===== src/rtl/game_pkg.sv =====
// Shared definitions for the note-judging datapath: FSM encoding,
// score increments and the pixel-offset range of a slot.
package game_pkg;
   localparam logic [1:0] ST_IDLE   = 2'd0;
   localparam logic [1:0] ST_WAIT   = 2'd1;
   localparam logic [1:0] ST_OPEN   = 2'd2;
   localparam logic [1:0] ST_CLOSED = 2'd3;

   localparam int unsigned PERF_PTS = 2;
   localparam int unsigned GOOD_PTS = 1;

   localparam logic [2:0] OFFSET_MAX = 3'd6;
endpackage


===== src/rtl/btn_conditioner.sv =====
// Raw button to one-cycle press pulse: two-flop synchronizer, stability
// counter, then rising-edge detect on the accepted level.
module btn_conditioner #(
   parameter int DEBOUNCE = 16
) (
   input  logic clk,
   input  logic rst,
   input  logic btn,
   output logic press
);
   localparam int CW = (DEBOUNCE > 1) ? $clog2(DEBOUNCE) : 1;

   logic          s1, s2, lvl, lvl_d;
   logic [CW-1:0] cnt;

   always_ff @(posedge clk) begin
      if (!rst) begin
         s1    <= 1'b0;
         s2    <= 1'b0;
         lvl   <= 1'b0;
         lvl_d <= 1'b0;
         cnt   <= '0;
      end else begin
         s1    <= btn;
         s2    <= s1;
         lvl_d <= lvl;
         // cnt tracks how many consecutive samples have disagreed with lvl
         if (s2 == lvl) begin
            cnt <= '0;
         end else if (cnt == CW'(DEBOUNCE - 1)) begin
            lvl <= s2;
            cnt <= '0;
         end else begin
            cnt <= cnt + 1'b1;
         end
      end
   end

   assign press = lvl & ~lvl_d;
endmodule


===== src/rtl/judge_ctrl.sv =====
// Hit-judgement controller: conditions the two player buttons, grades
// presses against the judge-column note and keeps combo/score/miss totals.
module judge_ctrl #(
   parameter int DEBOUNCE = 16,
   parameter int PERF_LO  = 2,
   parameter int PERF_HI  = 4,
   parameter int PERF_PTS = int'(game_pkg::PERF_PTS),
   parameter int GOOD_PTS = int'(game_pkg::GOOD_PTS)
) (
   input  logic        clk,
   input  logic        rst,
   input  logic        enable,
   input  logic        clear,
   input  logic        red_btn,
   input  logic        blue_btn,
   input  logic        note_R_judge,
   input  logic        note_B_judge,
   input  logic [2:0]  offset,
   input  logic        note_step,
   output logic        delete,
   output logic        hit_perfect,
   output logic        hit_good,
   output logic        miss,
   output logic [7:0]  combo,
   output logic [7:0]  max_combo,
   output logic [15:0] score,
   output logic [7:0]  miss_cnt
);
   import game_pkg::*;

   logic        press_r, press_b;
   logic [1:0]  state, state_n;
   logic        note_any, in_open, hit, bad, step_miss, perf;
   logic [7:0]  combo_inc, miss_inc;
   logic [16:0] score_sum;
   logic [15:0] score_inc;

   btn_conditioner #(.DEBOUNCE(DEBOUNCE)) u_red (
      .clk(clk), .rst(rst), .btn(red_btn), .press(press_r)
   );

   btn_conditioner #(.DEBOUNCE(DEBOUNCE)) u_blue (
      .clk(clk), .rst(rst), .btn(blue_btn), .press(press_b)
   );

   always_comb begin
      note_any  = note_R_judge | note_B_judge;
      in_open   = enable && (state == ST_OPEN);
      hit       = in_open && !(press_r && press_b) &&
                  ((press_r && note_R_judge) || (press_b && note_B_judge));
      bad       = in_open && (press_r || press_b) && !hit;
      step_miss = in_open && note_step && !press_r && !press_b;
      perf      = (offset >= 3'(PERF_LO)) && (offset <= 3'(PERF_HI)) &&
                  (offset <= OFFSET_MAX);

      combo_inc = (combo == 8'hFF) ? combo : combo + 8'd1;
      miss_inc  = (miss_cnt == 8'hFF) ? miss_cnt : miss_cnt + 8'd1;
      score_sum = {1'b0, score} + (perf ? 17'(PERF_PTS) : 17'(GOOD_PTS));
      score_inc = score_sum[16] ? 16'hFFFF : score_sum[15:0];

      // The datapath presents the post-shift column alongside note_step.
      state_n = state;
      case (state)
         ST_IDLE:   state_n = ST_WAIT;
         ST_WAIT:   if (note_any) state_n = ST_OPEN;
         ST_OPEN: begin
            if (hit || bad || step_miss) begin
               if (note_step) state_n = note_any ? ST_OPEN : ST_WAIT;
               else           state_n = ST_CLOSED;
            end
         end
         ST_CLOSED: if (note_step) state_n = note_any ? ST_OPEN : ST_WAIT;
         default:   state_n = ST_IDLE;
      endcase
      if (!enable) state_n = ST_IDLE;
   end

   always_ff @(posedge clk) begin
      if (!rst) begin
         state       <= ST_IDLE;
         delete      <= 1'b0;
         hit_perfect <= 1'b0;
         hit_good    <= 1'b0;
         miss        <= 1'b0;
         combo       <= '0;
         max_combo   <= '0;
         score       <= '0;
         miss_cnt    <= '0;
      end else begin
         state       <= state_n;
         delete      <= hit;
         hit_perfect <= hit && perf;
         hit_good    <= hit && !perf;
         miss        <= bad || step_miss;

         if (clear) begin
            combo     <= '0;
            max_combo <= '0;
            score     <= '0;
            miss_cnt  <= '0;
         end else if (hit) begin
            combo <= combo_inc;
            score <= score_inc;
            if (combo_inc > max_combo) max_combo <= combo_inc;
         end else if (bad || step_miss) begin
            combo    <= '0;
            miss_cnt <= miss_inc;
         end
      end
   end
endmodule


===== config.mk =====
export PLATFORM = sky130hd
export DESIGN_NAME = judge_ctrl
export DESIGN_NICKNAME = d
export VERILOG_FILES = /design/src/rtl/game_pkg.sv /design/src/rtl/btn_conditioner.sv /design/src/rtl/judge_ctrl.sv
export SDC_FILE = /design/constraint.sdc
export NUM_CORES = 1
export LEC_CHECK = 0
export ABC_AREA = 1
export CORE_AREA = 2 2 103 105
export CTS_CLUSTER_SIZE = 12
export DETAILED_ROUTE_END_ITERATION = 16
export DIE_AREA = 0 0 105 107
export PLACE_DENSITY = 0.64
export SLEW_MARGIN = 10
export SYNTH_ARGS = -nofsm -noshare
export SYNTH_HDL_FRONTEND = slang
export SYNTH_SLANG_ARGS = --single-unit

===== constraint.sdc =====
create_clock -name clk -period 4.13 [get_ports clk]
set_input_delay 0.826 -clock clk [delete_from_list [all_inputs] [get_ports clk]]
set_output_delay 0.826 -clock clk [all_outputs]
set_load 0.02 [all_outputs]

======== Word level (Yosys, flattened, before mapping) ========
Index checks and enable logic that the tools add are counted.
word-level totals
  bits in registers ....................... 62
  input bits .............................. 12
  output and inout port bits .............. 44
  word-level logic and storage cells ...... 97
operators by class
  add/subtract/negate cells ............... 5
  order comparisons ....................... 4
  eq/ne operators ......................... 12
  muxes and demuxes ....................... 11
  bitwise logic cells ..................... 10
  reduce and logical (&&, ||, !) cells .... 36
operators with widths
  cell                                                               count
  two-way mux 8 bit                                                  3
  adder 16 x 2 -> 17 bit                                             1
  adder 8 x 1 -> 8 bit, second input constant                        2
  == test 8 bit, second input constant                               2
  two-way mux 16 bit                                                 1
  logical AND 1 bit                                                  15
  two-way mux 2 bit                                                  6
  adder 4 x 1 -> 4 bit, second input constant                        2
  == test 4 bit, second input constant                               2
  greater-than comparator 8 bit                                      1
  case mux 2 bit (4 select lines)                                    1
  AND reduction 2 bit                                                4
  inverter 1 bit                                                     7
  <= comparator 3 bit, second input constant                         2
  AND reduction 3 bit                                                2
  OR reduction 3 bit                                                 2
  zero test 1 bit                                                    5
  logical OR 1 bit                                                   5
  == test 2 bit, second input constant                               2
  inequality test 2 bit, second input constant                       2
  greater-or-equal comparator 3 x 2 -> 1 bit, second input constant  1
  bitwise AND 1 bit                                                  2
  == test 1 bit                                                      2
  == test 2 x 1 -> 1 bit, second input constant                      1
  other kinds (5)                                                    5

======== Depth between registers and ports, before layout ========
  word-level depth ........................ 12
  mapped depth ............................ 18

======== By module ========
A second synthesis with hierarchy kept.
second synthesis, totals
  cells, all modules ...................... 480
  area total of the unflattened synthesis .. 3378.2 um^2
modules (own cells, without submodules)
  module           times used  cells an instance  area each (um^2)
  judge_ctrl       1           404                2767.7
  btn_conditioner  2           38                 305.3

======== Worst setup path after synthesis ========
OpenSTA, ideal clock, no wires.
  kind .................................... input-to-reg
  from .................................... input offset[2]
  to ...................................... register score[8]
  setup time .............................. 0.070 ns
  data arrival time ....................... 2.674 ns
  data required time ...................... 4.060 ns
  path slack .............................. 1.385 ns
  stages .................................. 14
  path buffers ............................ 0
  path through ............................ inv_1 nor3_1 a21oi_1 ha_1 inv_1 fa_1 inv_1 nand3_1 inv_1 nand2_1 or2_2 nand3_1 nand2_1 a21oi_1
on the way
  word-level cells in the longest chain between the ends .. 6
  elaborated cells between the ends (all ways) .. 8
  those cells by class .................... 1 x add/sub; 3 x order compare; 2 x mux; 2 x reduce/logical
ends and longest elaborated chain
  item                                                                                      RTL line           RTL
  from (decl)                                                                               judge_ctrl.sv:18   input logic [2:0] offset,
  greater-or-equal comparator 3 x 2 -> 1 bit / <= comparator 3 bit (equally long branches)  judge_ctrl.sv:53   perf = (offset >= 3'(PERF_LO)) && (offset <= 3'(PERF_HI)) &&
  logical AND 1 bit                                                                         judge_ctrl.sv:53
  logical AND 1 bit *                                                                       judge_ctrl.sv:53
  two-way mux 2 bit *                                                                       judge_ctrl.sv:58   score_sum = {1'b0, score} + (perf ? 17'(PERF_PTS) : 17'(GOOD_PTS));
  adder 16 x 2 -> 17 bit *                                                                  judge_ctrl.sv:58
  two-way mux 16 bit *                                                                      judge_ctrl.sv:59   score_inc = score_sum[16] ? 16'hFFFF : score_sum[15:0];
  to (signal assigned)                                                                      judge_ctrl.sv:103  score <= score_inc;
  to (decl)                                                                                 judge_ctrl.sv:26   output logic [15:0] score,
Mark *: on every way between the ends. The rest lies on a longest branch, timed or not.
A chain may end at the register's enable or synchronous reset.

======== Final worst setup path ========
  from .................................... input offset[1]
  to ...................................... register score[15]
The elaborated chain is that of the path after synthesis.

==> impl_metrics.tcl <==
set metrics [dict create \
    peakVddDrop_uv 169 \
    grt_pass1_wl_mm 13.5 \
    ios 56 \
    die_h_um 107 \
    drive_gt1_share_pct 7.62 \
    cts_root_buf "clkbuf_8" \
    synthFlopType "dfxtp_1" \
    crit_slowest_cell "clkdlybuf4s50_1" \
    ys_types 41 \
    port-buffer-count 55 \
    netlist_top_cells_count "115 x nand2_1, 62 x dfxtp_1, 62 x nor2_1, 54 x inv_1, 52 x nand3_1" \
    detailed_place_hpwl_mm 5.87 \
    synth_nets 517 \
    status "completed" \
    n_fill_cell 1078 \
    synth_edf_count 0 \
    cts_resized 0 \
    hold_path_class "flip-flop to flip-flop" \
    num_vias 3203 \
    cp.required_ps 4410 \
    grt_max_degree 27 \
    antenna_found_initial 0 \
    remaining_drc_errors 0 \
    cts_tree "done" \
    drv_slew 0 \
    start_util_pct 34.2 \
    cts_buffers 9 \
    min_to "u_red.s2$_SDFF_PN0_" \
    timing.fmax_mhz 311 \
    core.rowCount 37 \
    synth_area_leaders "dfxtp_1 36%, nand2_1 12%, nand3_1 7.5%" \
    r2r_start "combo[0]$_SDFFE_PP0P_" \
    globalRouteOverflowTotal 0 \
    critical_path_class "input port to flip-flop" \
    period_share_pct 77.9 \
    cts_num_sinks 62 \
    viasPerCell 4.66 \
    total_power_mw 1.20 \
    gp_congestion 0.856 \
    syn_inst 490 \
    critical_path_peak_fanout 8 \
    cts_setup_buffers 0 \
    hold-path-cell-count 2 \
    yosys.area.top_type "dfxtp_1" \
    synth-seq-area-share_pct 35.9 \
    cts.clk_slew.worst_paths_ps 70 \
    cts_hold_buf 0 \
    yosys.cell_count.top_type "nand2_1" \
    hp-start "u_red.s1$_SDFF_PN0_" \
    h-tree-depth 3 \
    yosys.area.top_type_share_pct 35.9 \
    ys_warn_count 0 \
    grt_pass1_vias 2978 \
    final_nets 573 \
    ys_ff_latch 62 \
    powerDensity_nw_per_um2 280 \
    die_w_um 105 \
    worst_pin_slew_ps 464 \
    period_minus_slack_ps 3220 \
    cp-end-kind "flip-flop" \
    multi_input_area_um2 1870 \
    critPathMaxStageDelay_ps 480 \
    dieArea_um2 11200 \
    crit_arrival_ps 3500 \
    maxCapViolCount 0 \
    firstDrtPassIters 4 \
    synthArstFlopShare_pct 0 \
    relSlewSlack_pct 68.9 \
    ant_nets 0 \
    insertedDiodeCount 0 \
    worstReg2RegEnd "max_combo[2]$_SDFFE_PP0P_" \
    drt_iter0_markers 122 \
    power_leakage_nw 1.72 \
    syn-cell-area_um2 3450 \
    coreArea_um2 10100 \
    syn_avg_cell_area_um2 7.05 \
    clock_latency_ps 340 \
    grt_usage_pct 14.8 \
    clock_path_buffers 2 \
    r2r_setup_slack_ps 1470 \
    syn2layout_area_growth_pct 23.9 \
    tns_ps 0 \
    skew_ps 13.9 \
    cp_cell_sequence "clkdlybuf4s50_1, nor3_1, a21oi_1, ha_1, inv_1, fa_1, inv_1, nand3_1, nor2b_1, nand3_1, nand3_1, nand2_1, a21oi_1" \
    routed_wl_mm 7.93 \
    hold_violations 0 \
    seq_area_um2 1240 \
    worst_path_most_repeated_cell "nand3_1" \
    worstRegToRegCells 17 \
    grt_setup_unrepaired "false" \
    wl_per_cell_um 11.5 \
    critPathLaunchType "input port" \
    setup_viol 0 \
]
## kinds of logic after synthesis
| family | Yosys count | share of synthesized area [%] |
|---|---|---|
| adder cells (fa/ha/maj) | 15 | 5.65 |
| buffers and inverters | 72 | 9.81 |
| AO/OA/AOI/OAI | 61 | 9.53 |
| AND/OR/NAND/NOR | 265 | 35.3 |
| flip-flops | 62 | 35.9 |
| XOR/XNOR | 15 | 3.80 |
## cell type report
cell class | instances | area share, %
repair buffers | 56 | 13.0
clock buffers | 12 | 3.62
flip-flops and latches | 62 | 29.0
inverters | 61 | 5.55
multi-input cells | 356 | 43.8
clock inverters | 4 | 1.05
well taps | 136 | 3.97
## layout by cell type, fill, tap and decap left out, types with 2 or more instances in the layout
cell type | synthesis | final
a21oi_1 | 37 | 37
a31oi_1 | 2 | 2
clkbuf_8 | 0 | 11
clkdlybuf4s50_1 | 0 | 55
clkinv_2 | 1 | 4
dfxtp_1 | 62 | 62
ha_1 | 14 | 14
inv_1 | 54 | 54
inv_2 | 4 | 4
nand2_1 | 115 | 115
nand2_2 | 4 | 4
nand2_4 | 5 | 5
nand3_1 | 52 | 52
nand3b_1 | 3 | 3
nand4_1 | 6 | 6
nor2_1 | 62 | 62
nor2_4 | 4 | 4
nor3_1 | 7 | 7
o21ai_0 | 12 | 12
o21ai_1 | 3 | 3
o21ai_2 | 2 | 2
or2_2 | 2 | 2
xnor2_1 | 4 | 4
xor2_1 | 11 | 11
## report_power, final
part           switching (mW)  internal, mW  leakage [nW]
sequential            0.00320         0.601         0.500
clock                   0.244         0.309         0.106
combinational          0.0250        0.0182          1.11
## per-layer routing
metal	vias up	global-route usage [%]	share of wire, %
met5	-	0	0
met1	1438	18.4	47
met2	67	24.4	46
met3	7	4.13	4.9
met4	0	5.43	1.5
li1	1691	-	-
## flip-flops by register name (all words and copies together), names as in the netlist, 2 cells and up
signal / flops
max_combo: 8
u_red.cnt: 4
score: 16
u_blue.cnt: 4
state: 2
miss_cnt: 8
combo: 8
## critical path, delay by kind of cell
family,cells,cell delay [ps]
buffers and inverters,3,660
AO/OA/AOI/OAI,2,450
adder cells (fa/ha/maj),2,650
AND/OR/NAND/NOR,6,900
## worst max-delay path by stage
stage / startpoint / end / slack [ps] / depth (start not counted)
after global routing: offset[1] / score[13]$_SDFFE_PP0P_ / 650 / 13
after global placement: offset[1] / score[15]$_SDFFE_PP0P_ / 690 / 13
after detailed placement: offset[1] / score[13]$_SDFFE_PP0P_ / 590 / 13
after CTS: offset[1] / score[13]$_SDFFE_PP0P_ / 950 / 13
final: offset[1] / score[15]$_SDFFE_PP0P_ / 910 / 13
after floorplan: offset[2] / score[8]$_SDFFE_PP0P_ / 1390 / 14
## metrics by stage
stage          hold WS [ps]  cell area [um2]  worst slack [ps]  util (%)  instances
2_1_floorplan           390             3450              1390         -        490
3_3_place_gp            398             4080               689      40.4        671
3_5_place_dp            402             4080               586      40.4        671
4_1_cts                 418             4280               946      42.4        687
5_1_grt                 453             4280               649      42.4        687
6_report                414             4280               911      42.4        687
Power figures use the tool's default switching activity.
